File: config.mk
export PLATFORM = sky130hd
export DESIGN_NAME = lsu_ctrl_flat
export DESIGN_NICKNAME = d
export VERILOG_FILES = /design/src/rtl/lsu_ctrl_pkg.sv /design/src/rtl/lsu_ctrl_if.sv /design/src/rtl/lsu_ctrl_lane.sv /design/src/rtl/lsu_ctrl.sv /design/src/flat_wrapper.sv
export SDC_FILE = /design/constraint.sdc
export NUM_CORES = 1
export LEC_CHECK = 0
export ABC_AREA = 1
export BUFFER_PORTS_ARGS = -buffer_cell sky130_fd_sc_hd__buf_4
export CORE_ASPECT_RATIO = 1.1
export CORE_MARGIN = 1
export CORE_UTILIZATION = 35
export CTS_CLUSTER_DIAMETER = 60
export DETAILED_ROUTE_END_ITERATION = 6
export PLACE_DENSITY_LB_ADDON = 0.12
export SLEW_MARGIN = 20
export SYNTH_ARGS = -nofsm -noshare
export SYNTH_HDL_FRONTEND = slang
export SYNTH_SLANG_ARGS = --single-unit
File: constraint.sdc
create_clock -name clk -period 1.8 [get_ports clk]
set_clock_uncertainty 0.15 [all_clocks]
set_input_delay 0.36 -clock clk [delete_from_list [all_inputs] [get_ports clk]]
set_output_delay 0.36 -clock clk [all_outputs]
set_load 0.05 [all_outputs]
File: src/rtl/lsu_ctrl_pkg.sv
// lsu_ctrl_pkg
// Shared constants for the load/store unit: func3 memory-op encodings,
// the LSU state enum, timeout defaults and small decode helpers used on
// request acceptance.
package lsu_ctrl_pkg;

    localparam int TIMEOUT_DEFAULT = 255;
    localparam int CNT_W_DEFAULT   = 8;

    localparam logic [2:0] MEMOP_B  = 3'b000;
    localparam logic [2:0] MEMOP_H  = 3'b001;
    localparam logic [2:0] MEMOP_W  = 3'b010;
    localparam logic [2:0] MEMOP_BU = 3'b100;
    localparam logic [2:0] MEMOP_HU = 3'b101;

    typedef enum logic [1:0] {
        ST_IDLE = 2'd0,
        ST_REQ  = 2'd1,
        ST_RESP = 2'd2,
        ST_DONE = 2'd3
    } lsuState_t;

    // Unsigned variants only exist for loads; a store with memop[2]=1 is illegal.
    function automatic logic memopIllegal(input logic wen, input logic [2:0] memop);
        logic bad;
        case (memop)
            MEMOP_B, MEMOP_H, MEMOP_W: bad = 1'b0;
            MEMOP_BU, MEMOP_HU:        bad = wen;
            default:                   bad = 1'b1;
        endcase
        return bad;
    endfunction

    // Size is memop[1:0]: 00 byte, 01 half, 10 word.
    function automatic logic isMisaligned(input logic [2:0] memop, input logic [1:0] addrLo);
        logic mis;
        case (memop[1:0])
            2'b01:   mis = addrLo[0];
            2'b10:   mis = (addrLo != 2'b00);
            default: mis = 1'b0;
        endcase
        return mis;
    endfunction

endpackage

File: src/rtl/lsu_ctrl_if.sv
// lsu_ctrl_if
// Data-memory bus between the LSU (master) and memory (slave).
// Handshake: a request transfers on a cycle where req_valid && req_ready;
// a response transfers where resp_valid && resp_ready. A raised valid is
// held, with its payload stable, until the matching ready is seen.
//   req_valid/req_wen/req_addr/req_wdata/req_wmask : master -> slave
//   req_ready                                      : slave  -> master
//   resp_valid/resp_rdata/resp_err                 : slave  -> master
//   resp_ready                                     : master -> slave
interface lsu_ctrl_if;
    logic        req_valid;
    logic        req_ready;
    logic        req_wen;
    logic [31:0] req_addr;
    logic [31:0] req_wdata;
    logic [3:0]  req_wmask;
    logic        resp_valid;
    logic        resp_ready;
    logic [31:0] resp_rdata;
    logic        resp_err;

    modport master (
        output req_valid, req_wen, req_addr, req_wdata, req_wmask, resp_ready,
        input  req_ready, resp_valid, resp_rdata, resp_err
    );

    modport slave (
        input  req_valid, req_wen, req_addr, req_wdata, req_wmask, resp_ready,
        output req_ready, resp_valid, resp_rdata, resp_err
    );
endinterface

File: src/rtl/lsu_ctrl_lane.sv
// lsu_lane
// Combinational byte-lane logic for a 32-bit word bus.
//   memop      : func3 of the access (size in [1:0], unsigned in [2])
//   addrLo     : byte offset within the word
//   storeData  : raw store data (rs2)
//   storeLanes : store data replicated across all lanes of its size
//   storeMask  : byte strobes for the addressed lanes
//   loadWord   : raw word read from the bus
//   loadResult : addressed byte/half/word, sign- or zero-extended
module lsu_lane
    import lsu_ctrl_pkg::*;
(
    input  logic [2:0]  memop,
    input  logic [1:0]  addrLo,
    input  logic [31:0] storeData,
    output logic [31:0] storeLanes,
    output logic [3:0]  storeMask,
    input  logic [31:0] loadWord,
    output logic [31:0] loadResult
);

    logic [31:0] shifted;

    always_comb begin
        storeLanes = storeData;
        storeMask  = 4'b1111;
        case (memop[1:0])
            2'b00: begin
                storeLanes = {4{storeData[7:0]}};
                storeMask  = 4'b0001 << addrLo;
            end
            2'b01: begin
                storeLanes = {2{storeData[15:0]}};
                storeMask  = 4'b0011 << {addrLo[1], 1'b0};
            end
            default: ;
        endcase
    end

    // Bring the addressed lane down to bit 0 before extension.
    assign shifted = loadWord >> {addrLo, 3'b000};

    always_comb begin
        loadResult = loadWord;
        case (memop[1:0])
            2'b00: loadResult = memop[2] ? {24'h0, shifted[7:0]}
                                         : {{24{shifted[7]}}, shifted[7:0]};
            2'b01: loadResult = memop[2] ? {16'h0, shifted[15:0]}
                                         : {{16{shifted[15]}}, shifted[15:0]};
            default: ;
        endcase
    end

endmodule

File: src/rtl/lsu_ctrl.sv
// lsu_ctrl
// Turns one accepted load/store into a single bus transaction and returns
// an extended load result or a completion status.
//   clk, rst_n          : clock, asynchronous active-low reset
//   in_valid/in_ready   : op request from the core (in_ready only in IDLE)
//   in_wen/in_memop     : store flag and func3
//   in_addr/in_wdata    : byte address and store data
//   out_valid/out_ready : result handshake, outputs held until consumed
//   out_rdata           : extended load data (0 for stores and faults)
//   out_misalign/out_err: alignment fault / bus error, timeout, bad memop
//   bus                 : data-memory bus (master side)
//   dbgState            : current FSM state
module lsu_ctrl
    import lsu_ctrl_pkg::*;
#(
    parameter int TIMEOUT_CYC = TIMEOUT_DEFAULT,
    parameter int CNT_W       = CNT_W_DEFAULT
) (
    input  logic              clk,
    input  logic              rst_n,
    input  logic              in_valid,
    output logic              in_ready,
    input  logic              in_wen,
    input  logic [2:0]        in_memop,
    input  logic [31:0]       in_addr,
    input  logic [31:0]       in_wdata,
    output logic              out_valid,
    input  logic              out_ready,
    output logic [31:0]       out_rdata,
    output logic              out_misalign,
    output logic              out_err,
    lsu_ctrl_if.master        bus,
    output lsuState_t         dbgState
);

    lsuState_t        state, stateNext;
    logic [CNT_W-1:0] toCnt, cntInc;
    logic             busy, timeoutHit, acceptErr, acceptMis;

    logic             opWen;
    logic [2:0]       opMemop;
    logic [1:0]       opAddrLo;
    logic [31:0]      reqAddrQ, storeDataQ;
    logic [31:0]      outRdataQ;
    logic             outErrQ, outMisQ;

    logic [31:0]      storeLanes, loadResult;
    logic [3:0]       storeMask;

    assign busy       = (state == ST_REQ) || (state == ST_RESP);
    assign cntInc     = toCnt + CNT_W'(1);
    // Fires on the TIMEOUT_CYC-th cycle spent in REQ/RESP and wins over
    // any handshake completing in that same cycle.
    assign timeoutHit = busy && (cntInc == CNT_W'(TIMEOUT_CYC));
    // Illegal memop takes precedence over alignment.
    assign acceptErr  = memopIllegal(in_wen, in_memop);
    assign acceptMis  = !acceptErr && isMisaligned(in_memop, in_addr[1:0]);

    // Store lanes come from the captured op; the load path sees the live bus word.
    lsu_lane uLane (
        .memop      (opMemop),
        .addrLo     (opAddrLo),
        .storeData  (storeDataQ),
        .storeLanes (storeLanes),
        .storeMask  (storeMask),
        .loadWord   (bus.resp_rdata),
        .loadResult (loadResult)
    );

    always_ff @(posedge clk or negedge rst_n) begin
        if (!rst_n) state <= ST_IDLE;
        else        state <= stateNext;
    end

    always_comb begin
        stateNext = state;
        case (state)
            ST_IDLE: if (in_valid) stateNext = (acceptErr || acceptMis) ? ST_DONE : ST_REQ;
            ST_REQ:  begin
                if (timeoutHit)         stateNext = ST_DONE;
                else if (bus.req_ready) stateNext = ST_RESP;
            end
            ST_RESP: if (timeoutHit || bus.resp_valid) stateNext = ST_DONE;
            ST_DONE: if (out_ready) stateNext = ST_IDLE;
            default: stateNext = ST_IDLE;
        endcase
    end

    always_ff @(posedge clk or negedge rst_n) begin
        if (!rst_n) begin
            toCnt      <= '0;
            opWen      <= 1'b0;
            opMemop    <= 3'b000;
            opAddrLo   <= 2'b00;
            reqAddrQ   <= 32'h0;
            storeDataQ <= 32'h0;
            outRdataQ  <= 32'h0;
            outErrQ    <= 1'b0;
            outMisQ    <= 1'b0;
        end else begin
            if (busy)                               toCnt <= cntInc;
            else if (state == ST_DONE && out_ready) toCnt <= '0;

            if (state == ST_IDLE && in_valid) begin
                opWen      <= in_wen;
                opMemop    <= in_memop;
                opAddrLo   <= in_addr[1:0];
                reqAddrQ   <= {in_addr[31:2], 2'b00};
                storeDataQ <= in_wdata;
                outRdataQ  <= 32'h0;
                outErrQ    <= acceptErr;
                outMisQ    <= acceptMis;
            end else if (timeoutHit) begin
                outRdataQ <= 32'h0;
                outErrQ   <= 1'b1;
            end else if (state == ST_RESP && bus.resp_valid) begin
                outErrQ   <= bus.resp_err;
                outRdataQ <= (bus.resp_err || opWen) ? 32'h0 : loadResult;
            end else if (state == ST_DONE && out_ready) begin
                outRdataQ <= 32'h0;
                outErrQ   <= 1'b0;
                outMisQ   <= 1'b0;
            end
        end
    end

    assign in_ready       = (state == ST_IDLE);
    assign out_valid      = (state == ST_DONE);
    assign out_rdata      = outRdataQ;
    assign out_err        = outErrQ;
    assign out_misalign   = outMisQ;
    assign bus.req_valid  = (state == ST_REQ);
    assign bus.req_wen    = opWen;
    assign bus.req_addr   = reqAddrQ;
    assign bus.req_wdata  = opWen ? storeLanes : 32'h0;
    assign bus.req_wmask  = opWen ? storeMask : 4'b0000;
    // Only DONE refuses responses, so late responses after a timeout drain.
    assign bus.resp_ready = (state != ST_DONE);
    assign dbgState       = state;

endmodule

File: src/flat_wrapper.sv
// flat-port wrapper written by rule: the top's interface ports become plain ports
module lsu_ctrl_flat import lsu_ctrl_pkg::*;
#(
    parameter int TIMEOUT_CYC = TIMEOUT_DEFAULT,
    parameter int CNT_W       = CNT_W_DEFAULT
)
  (clk, rst_n, in_valid, in_ready, in_wen, in_memop, in_addr, in_wdata, out_valid, out_ready, out_rdata, out_misalign, out_err, dbgState, bus_req_valid, bus_req_wen, bus_req_addr, bus_req_wdata, bus_req_wmask, bus_resp_ready, bus_req_ready, bus_resp_valid, bus_resp_rdata, bus_resp_err);
  lsu_ctrl_if bus_i ();
  input  logic clk;
  input  logic rst_n;
  input  logic in_valid;
  output logic in_ready;
  input  logic in_wen;
  input  logic [2:0] in_memop;
  input  logic [31:0] in_addr;
  input  logic [31:0] in_wdata;
  output logic out_valid;
  input  logic out_ready;
  output logic [31:0] out_rdata;
  output logic out_misalign;
  output logic out_err;
  output lsuState_t dbgState;
  output wire logic [$bits(bus_i.req_valid)-1:0] bus_req_valid;
  output wire logic [$bits(bus_i.req_wen)-1:0] bus_req_wen;
  output wire logic [$bits(bus_i.req_addr)-1:0] bus_req_addr;
  output wire logic [$bits(bus_i.req_wdata)-1:0] bus_req_wdata;
  output wire logic [$bits(bus_i.req_wmask)-1:0] bus_req_wmask;
  output wire logic [$bits(bus_i.resp_ready)-1:0] bus_resp_ready;
  input wire logic [$bits(bus_i.req_ready)-1:0] bus_req_ready;
  input wire logic [$bits(bus_i.resp_valid)-1:0] bus_resp_valid;
  input wire logic [$bits(bus_i.resp_rdata)-1:0] bus_resp_rdata;
  input wire logic [$bits(bus_i.resp_err)-1:0] bus_resp_err;
  assign bus_req_valid = bus_i.req_valid;
  assign bus_req_wen = bus_i.req_wen;
  assign bus_req_addr = bus_i.req_addr;
  assign bus_req_wdata = bus_i.req_wdata;
  assign bus_req_wmask = bus_i.req_wmask;
  assign bus_resp_ready = bus_i.resp_ready;
  assign bus_i.req_ready = bus_req_ready;
  assign bus_i.resp_valid = bus_resp_valid;
  assign bus_i.resp_rdata = bus_resp_rdata;
  assign bus_i.resp_err = bus_resp_err;
  lsu_ctrl #(.TIMEOUT_CYC(TIMEOUT_CYC), .CNT_W(CNT_W)) u_core (.clk(clk), .rst_n(rst_n), .in_valid(in_valid), .in_ready(in_ready), .in_wen(in_wen), .in_memop(in_memop), .in_addr(in_addr), .in_wdata(in_wdata), .out_valid(out_valid), .out_ready(out_ready), .out_rdata(out_rdata), .out_misalign(out_misalign), .out_err(out_err), .bus(bus_i), .dbgState(dbgState));
endmodule
==> results.json <==
{
  "postSynthAreaPerCell_um2": 7.33,
  "place.detailed.instances": 1230,
  "path_max_fanout": 6,
  "synth_cell_type_count": 28,
  "timing.critical_path.cells": "inv_4, nand2_4, buf_12, o22ai_2, nor3_4, buf_6",
  "syn_inst": 794,
  "powerDensity_nw_per_um2": 2050,
  "final.fill_count": 1428,
  "cts_tree": "built",
  "finalCoreUtilization": 0.627,
  "fin_crit_sh": 1.18,
  "final_cell_count_no_fill": 1277,
  "multiInputGateArea_um2": 3610,
  "top_level_ports": 216,
  "fraction_of_final_layout_cells_sized_beyond_drive_strength_1": 0.466,
  "dr.pass1.iters": 7,
  "critical_path.reg2reg.startpoint": "u_core.bus.req_wen",
  "post-synth-top-area-fraction": 0.481,
  "via_per_inst": 4.99,
  "element_type_at_the_critical_path_end": "output pin",
  "violations": "DRC, setup timing",
  "ys_dominant_reg_cell": "dfrtp_1",
  "grt_start_max_net_pins": 67,
  "finalHoldViolations": 0,
  "initialDrtViolationCount": 497,
  "min_period_ns": 2.13,
  "io_buffer_count": 213,
  "ys_seq_area_frac": 0.481,
  "clock-root-buffer": "clkbuf_16",
  "timing.critical_path.slowest_cell_delay_ns": 0.46,
  "yosysWarningCount": 0,
  "hold_path.class": "input pin to flop",
  "syn-cell-area_um2": 5820,
  "globalplace.congestion": 0.869,
  "antenna_found_initial": 0,
  "synth_area_leader_cell": "dfrtp_1",
  "critical_path.top_delay_family": "flip-flops",
  "grt_first_pass_wirelength_um": 32300,
  "rsz0062_at_grt": "yes",
  "first_global_vias": 6272,
  "grt_use_total": 0.240,
  "slew_violations": 0,
  "clock_sinks": 112,
  "slowest_stage": "dfrtp_2",
  "ys_async_sr_fraction": 1.00,
  "numCtsBuffers": 9,
  "final_cell_mix": "277 x nand2_1, 221 x buf_4, 105 x dfrtp_1, 42 x inv_1, 41 x buf_6",
  "dp_slack_ns": -0.0963,
  "arrival_ns": 1.62,
  "number_of_inserted_diodes": 0,
  "timing.setup.tns_ns": -10.03,
  "setup_viol_count_final": 73,
  "via_count": 6375,
  "setup_slack_ns": -0.326,
  "die-height_um": 137,
  "remaining_drc_errors": 32,
  "worst_setup_path_start_kind": "flop",
  "ff_latch_area_um2": 2810,
  "total_leakage_power_nw": 5.08,
  "die_area_um2": 17200,
  "max-clock-path-buffers": 2,
  "worst_setup_hold_path_clk_slew_ns": 0.08,
  "cts_htree_levels": 3,
  "floorplan.die.width_um": 125,
  "worst-setup-path-type": "flop to output pin",
  "synth-seq-cells": 112,
  "core-area_um2": 16300,
  "ys_top_cells_by_area": "dfrtp_1 48%, nand2_1 19%, nand3_1 6.2%",
  "post-dp-hpwl_um": 13500,
  "sum_of_buffers_and_inverters_on_the_critical_path": 3,
  "achievable-frequency_ghz": 0.470,
  "start_point_of_the_worst_hold_path": "in_addr[11]",
  "final_net_count": 1183,
  "worst_ep_required_time_ns": 1.29,
  "startpoint": "u_core.opMemop[1]",
  "maxCapViolCount": 0,
  "layout.cells.most_common": "nand2_1",
  "worst_skew_pair.late_latency_ns": 0.35,
  "leftover_overflow_at_the_end_of_global_routing": 0,
  "initial_core_util": 0.357,
  "layout-area-overhead-vs-synth_pct": 75.5,
  "wire_per_inst_um": 16.5,
  "run_status": "complete, but fails checks",
  "std_cell_rows": 49,
  "postRouteWirelength_um": 21100,
  "peakVddDrop_uv": 1170,
  "detail-route-antenna-nets": 0,
  "count_of_flip_flops_with_a_built_in_enable_after_synthesis": 0
}
## cell type report
cell class	count	area share
Multi-Input combinational cell	576	0.353
Timing Repair Buffer	306	0.289
Tap cell	204	0.0250
Clock buffer	9	0.0220
Sequential cell	112	0.275
Clock inverter	7	0.0106
Inverter	63	0.0252
## synth_stat cells, types with 3 or more instances
master and number:
nand2_2 3, o211ai_1 3, buf_6 5, nand3_1 72, buf_4 3, nor2_1 58, inv_1 61, clkbuf_1 30
dfrtp_1 112, o21ai_1 29, ha_1 8, nor3_1 3, o21ai_0 54, nand2_1 294, buf_1 4, a21oi_1 16
o22ai_1 21
## through the flow
stage                     area, µm²  hold WS (ns)  total power, mW
after floorplan                6250       -0.0856             12.1
after global placement         8440         0.121             15.8
after detailed placement       8440         0.126             15.9
after CTS                      9750        0.0272             19.9
after global routing          10200        0.0331             22.1
final                         10200        0.0371             21.0
## worst reg2reg max path: stages, from the launching register on
cell and delay (ns):
dfrtp_4 0.55, buf_4 0.18, buf_16 0.15, buf_4 0.15
nor2_4 0.13, buf_4 0.24, nand3_1 0.14, o21ai_2 0.14
## path summary, 6_finish.rpt
kind                                           endpoint  slack [ns]  cells after the start
worst max register to register     u_core.out_rdata[21]       -0.10                      7
worst min register to register   u_core.bus.req_addr[5]        0.34                      2
worst min-delay path            u_core.bus.req_addr[11]        0.04                      3
min in group asynchronous           u_core.out_rdata[3]        0.28                      2
worst max-delay path                  bus_req_wdata[15]       -0.33                      6
max in group asynchronous            u_core.bus.req_wen        0.66                      3
## power by group
| part | internal, mW | total, mW | switching, mW | leakage (nW) |
|---|---|---|---|---|
| clock | 1.26 | 2.30 | 1.04 | 0.165 |
| combinational | 5.42 | 14.1 | 8.69 | 3.48 |
| sequential | 3.55 | 4.58 | 1.03 | 1.44 |
## state kept, by name, summed over array words and instances, names as in the netlist
| signal | count |
|---|---|
| u_core.toCnt | 8 |
| u_core.out_rdata | 32 |
| u_core.opAddrLo | 2 |
| u_core.out_err | 1 |
| u_core.bus.req_wen | 1 |
| u_core.dbgState | 2 |
| u_core.storeDataQ | 32 |
| u_core.bus.req_addr | 30 |
| u_core.out_misalign | 1 |
| u_core.opMemop | 3 |
## cell families after synthesis
kind of cell | Yosys count | synth area share
compound gates | 126 | 0.115
xor+xnor | 1 | 0.00150
fa+ha+maj | 8 | 0.0172
buf+inv | 107 | 0.0778
flops | 112 | 0.481
other cells | 1 | 0.000644
simple gates | 439 | 0.306
## per-layer routing
layer  global-route usage  part of all wire
met2                0.397              0.49
met4               0.0806             0.019
met5                    0                 0
met3               0.0532             0.066
met1                0.313              0.43
## repair_timing
action	CTS	global route
cloned	7	4
resized for setup	167	101
setup buffers	18	10
hold endpoints to repair	16	0
pin swaps	19	26
setup endpoints to repair	75	78
hold buffers	1	0
Power figures use the tool's default switching activity.
